<file path="src/rtl/fifo_pkg.sv">
`default_nettype none
// ============================================================================
// Module      : fifo_pkg
// Description : Shared helpers for the dual-clock FIFO pointer controllers:
//               Gray/binary conversion, pointer width rule and the default
//               synchroniser depth used by both clock domains.
// Revision    : 1.0 - initial release
// ============================================================================
package fifo_pkg;

    // Widest pointer the conversion helpers handle; callers zero-extend in
    // and truncate out, which is exact for both conversions.
    localparam int c_MAX_W = 32;

    // Synchroniser depth shared by the read- and write-side controllers.
    localparam int c_SYNC_STAGES_DEFAULT = 2;

    // Pointers carry one extra wrap bit above the memory address.
    function automatic int ptr_width(input int addr_w);
        return addr_w + 1;
    endfunction

    function automatic logic [c_MAX_W-1:0] bin2gray(input logic [c_MAX_W-1:0] b);
        return b ^ (b >> 1);
    endfunction

    function automatic logic [c_MAX_W-1:0] gray2bin(input logic [c_MAX_W-1:0] g);
        logic [c_MAX_W-1:0] b;
        b[c_MAX_W-1] = g[c_MAX_W-1];
        for (int i = c_MAX_W - 2; i >= 0; i--) begin
            b[i] = b[i+1] ^ g[i];
        end
        return b;
    endfunction

endpackage
`default_nettype wire

</file>
<file path="src/rtl/ptr_sync.sv">
`default_nettype none
// ============================================================================
// Module      : ptr_sync
// Description : Multi-flop synchroniser for a Gray-coded pointer crossing
//               into the local clock domain. Async active-low reset.
// Revision    : 1.0 - initial release
// ============================================================================
module ptr_sync #(
    parameter int WIDTH  = 4,
    parameter int STAGES = 2
) (
    input  logic             r_clk,
    input  logic             r_rst,
    input  logic [WIDTH-1:0] d,
    output logic [WIDTH-1:0] q
);

    logic [WIDTH-1:0] r_q [STAGES];

    // Shift the foreign pointer through STAGES flops; only the last is used.
    always_ff @(posedge r_clk or negedge r_rst) begin
        if (!r_rst) begin
            for (int i = 0; i < STAGES; i++) begin
                r_q[i] <= '0;
            end
        end else begin
            r_q[0] <= d;
            for (int i = 1; i < STAGES; i++) begin
                r_q[i] <= r_q[i-1];
            end
        end
    end

    assign q = r_q[STAGES-1];

endmodule
`default_nettype wire

</file>
<file path="src/rtl/async_fifo_rd_ctrl.sv">
`default_nettype none
// ============================================================================
// Module      : async_fifo_rd_ctrl
// Description : Read-side pointer controller of the dual-clock FIFO. Owns the
//               binary/Gray read pointer, synchronises the write Gray pointer
//               into r_clk and derives empty, almost_empty, fill level,
//               memory read strobe and a sticky underflow flag.
// Revision    : 1.0 - initial release
// ============================================================================
module async_fifo_rd_ctrl
    import fifo_pkg::*;
#(
    parameter int ADDR_W        = 3,
    parameter int SYNC_STAGES   = c_SYNC_STAGES_DEFAULT,
    parameter int AEMPTY_THRESH = 1
) (
    input  logic              r_clk,
    input  logic              r_rst,
    input  logic              r_inc,
    input  logic              uf_clr,
    input  logic [ADDR_W:0]   wr_ptr,
    output logic [ADDR_W:0]   rd_ptr,
    output logic [ADDR_W-1:0] rd_addr,
    output logic              rd_en,
    output logic              empty,
    output logic              almost_empty,
    output logic [ADDR_W:0]   rd_level,
    output logic              underflow
);

    localparam int                PTR_W     = ptr_width(ADDR_W);
    localparam logic [PTR_W-1:0]  c_AEMPTY  = PTR_W'(AEMPTY_THRESH);

    logic [PTR_W-1:0] r_rd_bin;
    logic [PTR_W-1:0] r_rd_gray;
    logic             r_underflow;
    logic [PTR_W-1:0] w_wr_gray_s;
    logic [PTR_W-1:0] w_wr_bin_s;
    logic [PTR_W-1:0] w_rd_bin_next;
    logic             w_empty;
    logic             w_do_pop;

    // Bring the write-domain Gray pointer into r_clk.
    ptr_sync #(
        .WIDTH  (PTR_W),
        .STAGES (SYNC_STAGES)
    ) u_wr_sync (
        .r_clk (r_clk),
        .r_rst (r_rst),
        .d     (wr_ptr),
        .q     (w_wr_gray_s)
    );

    // Only the synchronised value is decoded; the raw wr_ptr may be mid-change.
    assign w_wr_bin_s    = PTR_W'(gray2bin(c_MAX_W'(w_wr_gray_s)));
    assign w_empty       = (r_rd_gray == w_wr_gray_s);
    assign w_do_pop      = r_inc & ~w_empty;
    assign w_rd_bin_next = r_rd_bin + {{ADDR_W{1'b0}}, w_do_pop};

    // Advance binary and Gray read pointers together so they never disagree.
    always_ff @(posedge r_clk or negedge r_rst) begin
        if (!r_rst) begin
            r_rd_bin  <= '0;
            r_rd_gray <= '0;
        end else begin
            r_rd_bin  <= w_rd_bin_next;
            r_rd_gray <= PTR_W'(bin2gray(c_MAX_W'(w_rd_bin_next)));
        end
    end

    // Sticky underflow: a pop on empty wins over a same-cycle clear.
    always_ff @(posedge r_clk or negedge r_rst) begin
        if (!r_rst) begin
            r_underflow <= 1'b0;
        end else if (r_inc & w_empty) begin
            r_underflow <= 1'b1;
        end else if (uf_clr) begin
            r_underflow <= 1'b0;
        end
    end

    // Level lags real occupancy by in-flight writes, so it never over-reports.
    assign rd_level     = w_wr_bin_s - r_rd_bin;
    assign almost_empty = (rd_level <= c_AEMPTY);
    assign empty        = w_empty;
    assign rd_en        = w_do_pop;
    assign rd_ptr       = r_rd_gray;
    assign rd_addr      = r_rd_bin[ADDR_W-1:0];
    assign underflow    = r_underflow;

endmodule
`default_nettype wire
</file>
<file path="config.mk">
export PLATFORM = sky130hd
export DESIGN_NAME = async_fifo_rd_ctrl
export DESIGN_NICKNAME = d
export VERILOG_FILES = /design/src/rtl/fifo_pkg.sv /design/src/rtl/ptr_sync.sv /design/src/rtl/async_fifo_rd_ctrl.sv
export SDC_FILE = /design/constraint.sdc
export NUM_CORES = 1
export LEC_CHECK = 0
export BUFFER_PORTS_ARGS = -buffer_cell sky130_fd_sc_hd__buf_2
export CAP_MARGIN = 20
export CORE_MARGIN = 2
export CORE_UTILIZATION = 48
export DETAILED_ROUTE_END_ITERATION = 16
export HOLD_SLACK_MARGIN = 0.12
export PLACE_DENSITY_LB_ADDON = 0.05
export REMOVE_ABC_BUFFERS = 1
export SLEW_MARGIN = 20
export SYNTH_ARGS = -nofsm -noshare
export SYNTH_HDL_FRONTEND = slang
export SYNTH_HIERARCHICAL = 1
export SYNTH_SLANG_ARGS = --single-unit
</file>
<file path="constraint.sdc">
create_clock -name r_clk -period 2.45 [get_ports r_clk]
set_input_delay 0 -clock r_clk [delete_from_list [all_inputs] [get_ports r_clk]]
set_output_delay 0 -clock r_clk [all_outputs]
set_load 0.03 [all_outputs]
</file>
==> Word-level counts from Yosys, hierarchy flattened <==
Index checks and enable logic that the tools add are counted.
{ "totals": {"reg_bits": 17, "in_bits": 8, "output_inout_bits": 15, "word_cells": 19} }
{ "op_classes": {"addsub": 2, "magnitude_cmp": 1, "eq_ne": 1, "n_mux": 2, "n_bitwise": 7, "reduce_logical": 1} }
{ "op_table": {"columns": ["op", "n"], "rows": [
  ["adder 4 x 1 -> 4 bit", 1],
  ["equality test 4 bit", 1],
  ["less-or-equal comparator 4 x 1 -> 1 bit (second input constant)", 1],
  ["subtractor 4 bit", 1],
  ["XOR 4 x 3 -> 4 bit", 1],
  ["XOR 1 bit", 3],
  ["AND 1 bit", 2],
  ["2-to-1 mux 1 bit", 2],
  ["nonzero test 2 bit", 1],
  ["NOT 1 bit", 1]
]} }

==> Longest topological paths before layout <==
{ "depth": {"depth_word": 5, "ltp_mapped": 8, "depth_no_buf": 7} }

==> Cells and area by module <==
The synthesis kept the hierarchy.
{ "by_module_without_submodules": {"columns": ["module", "n_inst", "cells_each", "area_each_um2"], "rows": [
  ["async_fifo_rd_ctrl", 1, 45, 498.0],
  ["ptr_sync", 1, 12, 230.2]
]} }

==> Least setup slack after synthesis <==
No wires, ideal clock.
{ "synth_path": {"path_type": "register -> output", "from": "register u_wr_sync.r_q, in the netlist u_wr_sync/q[3]", "to": "output almost_empty", "arrival_ns": 2.725, "t_required_ns": 2.450, "slack_ns": -0.275, "path_stages_with_launch": 9, "path_buffers": 1, "path_cell_list": "dfrtp_1 -> buf_4 -> xor2_1 -> xnor2_1 -> xor2_1 -> ha_1 -> fa_1 -> xnor2_1 -> a211oi_1"} }
{ "synth_between": {"elab_chain_len": 5} }
{ "synth_lines": {"columns": ["item", "line_no", "source"], "rows": [
  ["from (decl)", "ptr_sync.sv:18", "logic [WIDTH-1:0] r_q [STAGES];"],
  ["from (signal, indexed assignment)", "ptr_sync.sv:29", "r_q[i] <= r_q[i-1];"],
  ["XOR 1 bit *", "fifo_pkg.sv:31", "b[i] = b[i+1] ^ g[i];"],
  ["XOR 1 bit (2 in a row)", "fifo_pkg.sv:31", null],
  ["subtractor 4 bit *", "async_fifo_rd_ctrl.sv:83", "assign rd_level = w_wr_bin_s - r_rd_bin;"],
  ["net rd_level[2]", "async_fifo_rd_ctrl.sv:27", "output logic [ADDR_W:0] rd_level,"],
  ["less-or-equal comparator 4 x 1 -> 1 bit *", "async_fifo_rd_ctrl.sv:84", "assign almost_empty = (rd_level <= c_AEMPTY);"],
  ["to (decl)", "async_fifo_rd_ctrl.sv:26", "output logic almost_empty,"]
]} }
The timed path passes the listed nets; every way through them passes the cells marked *.

==> Worst setup path in the final report <==
{ "layout_path": {"from": "register u_wr_sync.r_q, in the netlist u_wr_sync/q[2]", "to": "output almost_empty"} }
{ "layout_between": {"elab_chain_len": 5} }
{ "layout_lines": {"columns": ["item", "line_no"], "rows": [
  ["XOR 1 bit *", "fifo_pkg.sv:31"],
  ["XOR 1 bit (2 in a row)", "fifo_pkg.sv:31"],
  ["subtractor 4 bit *", "async_fifo_rd_ctrl.sv:83"],
  ["less-or-equal comparator 4 x 1 -> 1 bit *", "async_fifo_rd_ctrl.sv:84"]
]} }
Every way passes the cells marked *; elsewhere a longest branch is shown, timed or not.

==> summary.md <==
| Metric | Value |
|---|---|
| Status | `complete, no violations` |
| Die Width | `between 40 and 50 um` |
| Mapped Area | `728 um^2` |
| Final Routed Wirelength | `1130 um` |
| DRC Markers | `0` |
| WP data required | `between 2 and 2.5 ns` |
| Final setup vio count | `0` |
| Gr ovfl total | `0` |
| Pin count of the biggest net entering global routing | `17` |
| Period utilization | `between 90% and 100%` |
| Reg area | `between 400 and 500 um^2` |
| Mapped Cells | `between 50 and 60` |
| PortBufs | `22` |
| Final Util | `66.9%` |
| Core area | `roughly 1500 um^2` |
| Max-Cap Viols | `0` |
| Detailed placement HPWL | `roughly 870 um` |
| Die area | `about 1800 um^2` |
| Global Route Usage Sum | `between 15 and 20%` |
| Clock sink count | `16` |
| Synth top area cells | `dfrtp_1, xor2_1, ha_1` |
| Xor and xnor area share after synthesis | `around 16%` |
| DP Cell Count | `91` |
| Fillers | `between 100 and 150` |
| Reg2reg end | `rd_ptr[2]$_DFF_PN0_` |
| H-tree Lvls | `1` |
| Number of antenna diodes | `0` |
| Rel. slew slack | `78.0%` |
| Area leader, netlist | `dfrtp_1` |
| Worst setup EP type | `primary output` |
| Reg2Reg Launch Point | `u_wr_sync/q[3]$_DFF_PN0_` |
| Syn avg cell area | `approximately 13 um^2` |
| Critical Path AT | `about 2.4 ns` |
| Final min period | `2.35 ns` |
| Clk Tree Root Cell | `clkbuf_4` |
| Layout cells sized above 1 | `39.3%` |
| Via count | `487` |
| Multi-input logic area | `290 um^2` |
| Post-synthesis adder-cell area fraction | `between 10% and 20%` |
| Multiplexer share of the synthesized area | `0%` |
| Vias/cell | `between 4 and 5` |
| Placer Congestion | `0.736` |
| Post-route cell area | `between 900 and 1000 um^2` |
| RSZ-0062 raised after global routing | `yes` |
| Deepest clock path buffer count | `2` |
| Worst slew pin tran | `roughly 0.33 ns` |
| Post-Synth Simple-Gate Area | `6.01%` |
| Iteration-0 DRC Markers | `2` |
| Setup Crit Path Kind | `register to primary output` |
| IO Pins | `23` |
| Hold/Removal Path Class | `input port to async pin` |
| Slew Viols, Final | `0` |
| CP Max Fanout | `3` |
| Routed wire per std cell | `between 10 and 15 um` |
| DIE HEIGHT | `43.0 um` |
| Post-synthesis compound-gate area fraction | `between 3 and 4%` |
| R2R setup slack | `0.19 ns` |
| CTS clock-pin slew for the worst setup and hold paths | `approximately 0.080 ns` |
| YS warnings | `6` |
| Seq cells post-synth | `16` |
| Total power | `approximately 1.4 mW` |
| Worst VDD drop | `0.813 mV` |
| Initial core utilization | `between 40% and 50%` |
| Post-Layout Cell Count | `around 110` |
| Vias in the first global route | `roughly 470` |
| Placed cell areas | `between 800 and 900 um^2` |
| Worst Reg2Reg Path Length in Cells | `7` |
| Yosys cell types | `16` |
| Antenna violations before repair | `0` |
| Seq/Total Area, Yosys | `a little over half` |
| Rows | `14` |
| Largest family of logic cells by synthesized area | `XOR/XNOR gates` |
| Top cell type's share of synthesized area | `55.0%` |
| DR pass1 iterations | `2` |
| Num CTS Buffers | `3` |
| Clock latency at the later pin of the worst-skew pair | `roughly 0.28 ns` |
| Wire length of the first global-routing pass | `just under 2000 um` |
| Synth-to-Final Area Change | `35.2%` |
| Startpoint Class | `register` |
| Leak pwr | `about 0.51 nW` |
| PD cells | `about 1400 nW/um^2` |
| Maximum clock rate | `0.425 GHz` |
| Setup Skew | `~0.0026 ns` |
| Fin nets | `104` |
| Final Hold Violating Endpoints | `0` |
| CTS tree | `yes` |
| CP startpoint | `u_wr_sync/q[2]$_DFF_PN0_` |
| Antenna viol nets, final | `0` |
-- cells in the mapped netlist --
library cell and count:
a211oi_1 1, a21o_2 1, a21oi_1 1, and2_1 1, and2_4 1, buf_4 4, dfrtp_1 16, fa_1 1
ha_1 5, inv_1 8, nand3_1 2, nand3b_1 1, o22ai_1 1, or4_4 1, xnor2_1 3, xor2_1 10
-- sequential cells by signal (all words and copies together) (netlist names) --
| name | count |
|---|---|
| r_rd_bin | 4 |
| u_wr_sync/q | 4 |
| u_wr_sync/r_q | 4 |
| rd_ptr | 3 |
| underflow | 1 |
-- power by group --
group	internal (mW)	switching [mW]	total, mW
combinational	0.298	0.545	0.843
clock	0.0904	0.0736	0.164
sequential	0.342	0.0628	0.405
-- routing by layer --
metal / GRT usage, % / share of wire [%] / routed length [um] / vias up
li1: - / - / - / 243
met3: 1.70 / 4.3 / 49 / 4
met1: 18.7 / 41 / 460 / 225
met4: 10.9 / 2.5 / 28 / 0
met2: 23.9 / 53 / 596 / 15
met5: 0 / 0 / 0 / -
-- worst max-delay path, stage by stage (launching register included) --
cell and delay (ns):
dfrtp_1 0.42, xor2_2 0.21, xnor2_2 0.25, xor2_1 0.11, ha_2 0.19, fa_1 0.47, inv_1 0.05, a211oi_2 0.18
buf_4 0.19
-- cell families after synthesis --
logic type | count (synthesis)
DFF | 16
xor gates and xnor gates | 13
buffers and inverters | 12
adders and majority gates | 6
and+or+nand+nor | 6
AOI/OAI and AO/OA | 4
-- layout by cell type, fill, tap and decap left out, drive strengths merged --
| cell type | synthesis | routed |
|---|---|---|
| buf | 4 | 24 |
| nand3b | 1 | 1 |
| dfrtp | 16 | 16 |
| nand3 | 2 | 2 |
| o22ai | 1 | 1 |
| ha | 5 | 5 |
| xor2 | 10 | 10 |
| dlygate4sd3 | 0 | 8 |
| and2 | 2 | 2 |
| or4 | 1 | 1 |
| a21o | 1 | 1 |
| inv | 8 | 8 |
| fa | 1 | 1 |
| xnor2 | 3 | 3 |
| a211oi | 1 | 1 |
| clkbuf | 0 | 4 |
| a21oi | 1 | 1 |
-- area by class of cell --
cell class,instances,share of cell area [%]
clock buffer,4,3.68
inverter,8,3.05
sequential,16,40.7
tap,16,2.03
multi-input combinational,29,29.5
timing repair buffer,32,21.1
-- what timing repair did --
item                                    CTS  global route
hold buffers                              8             0
gates resized for setup                   2             3
endpoints found under the setup margin    1             1
hold endpoints to repair                 22             0
pin swaps                                 0             3
setup buffers                             0             2
-- how the worst max path moves through the flow --
| stage | endpoint | slack, ns |
|---|---|---|
| 2_1_floorplan | almost_empty | -0.19 |
| 3_3_place_gp | rd_ptr[1]$_DFF_PN0_ | 0.21 |
| 3_5_place_dp | rd_ptr[1]$_DFF_PN0_ | 0.20 |
| 4_1_cts | almost_empty | 0.01 |
| 5_1_grt | rd_level[2] | -0.02 |
| 6_report | almost_empty | 0.1 |
-- stage by stage --
step | TNS [ns] | worst slack (ns) | hold slack (ns)
CTS | 0 | 0.0111 | 0.135
finish | 0 | 0.0987 | 0.158
global placement | 0 | 0.210 | -0.0799
detailed placement | 0 | 0.199 | -0.0818
global route | -0.0168 | -0.0168 | 0.186
floorplan | -0.194 | -0.194 | -0.296
Note: power is estimated with default switching activity, not from simulation.
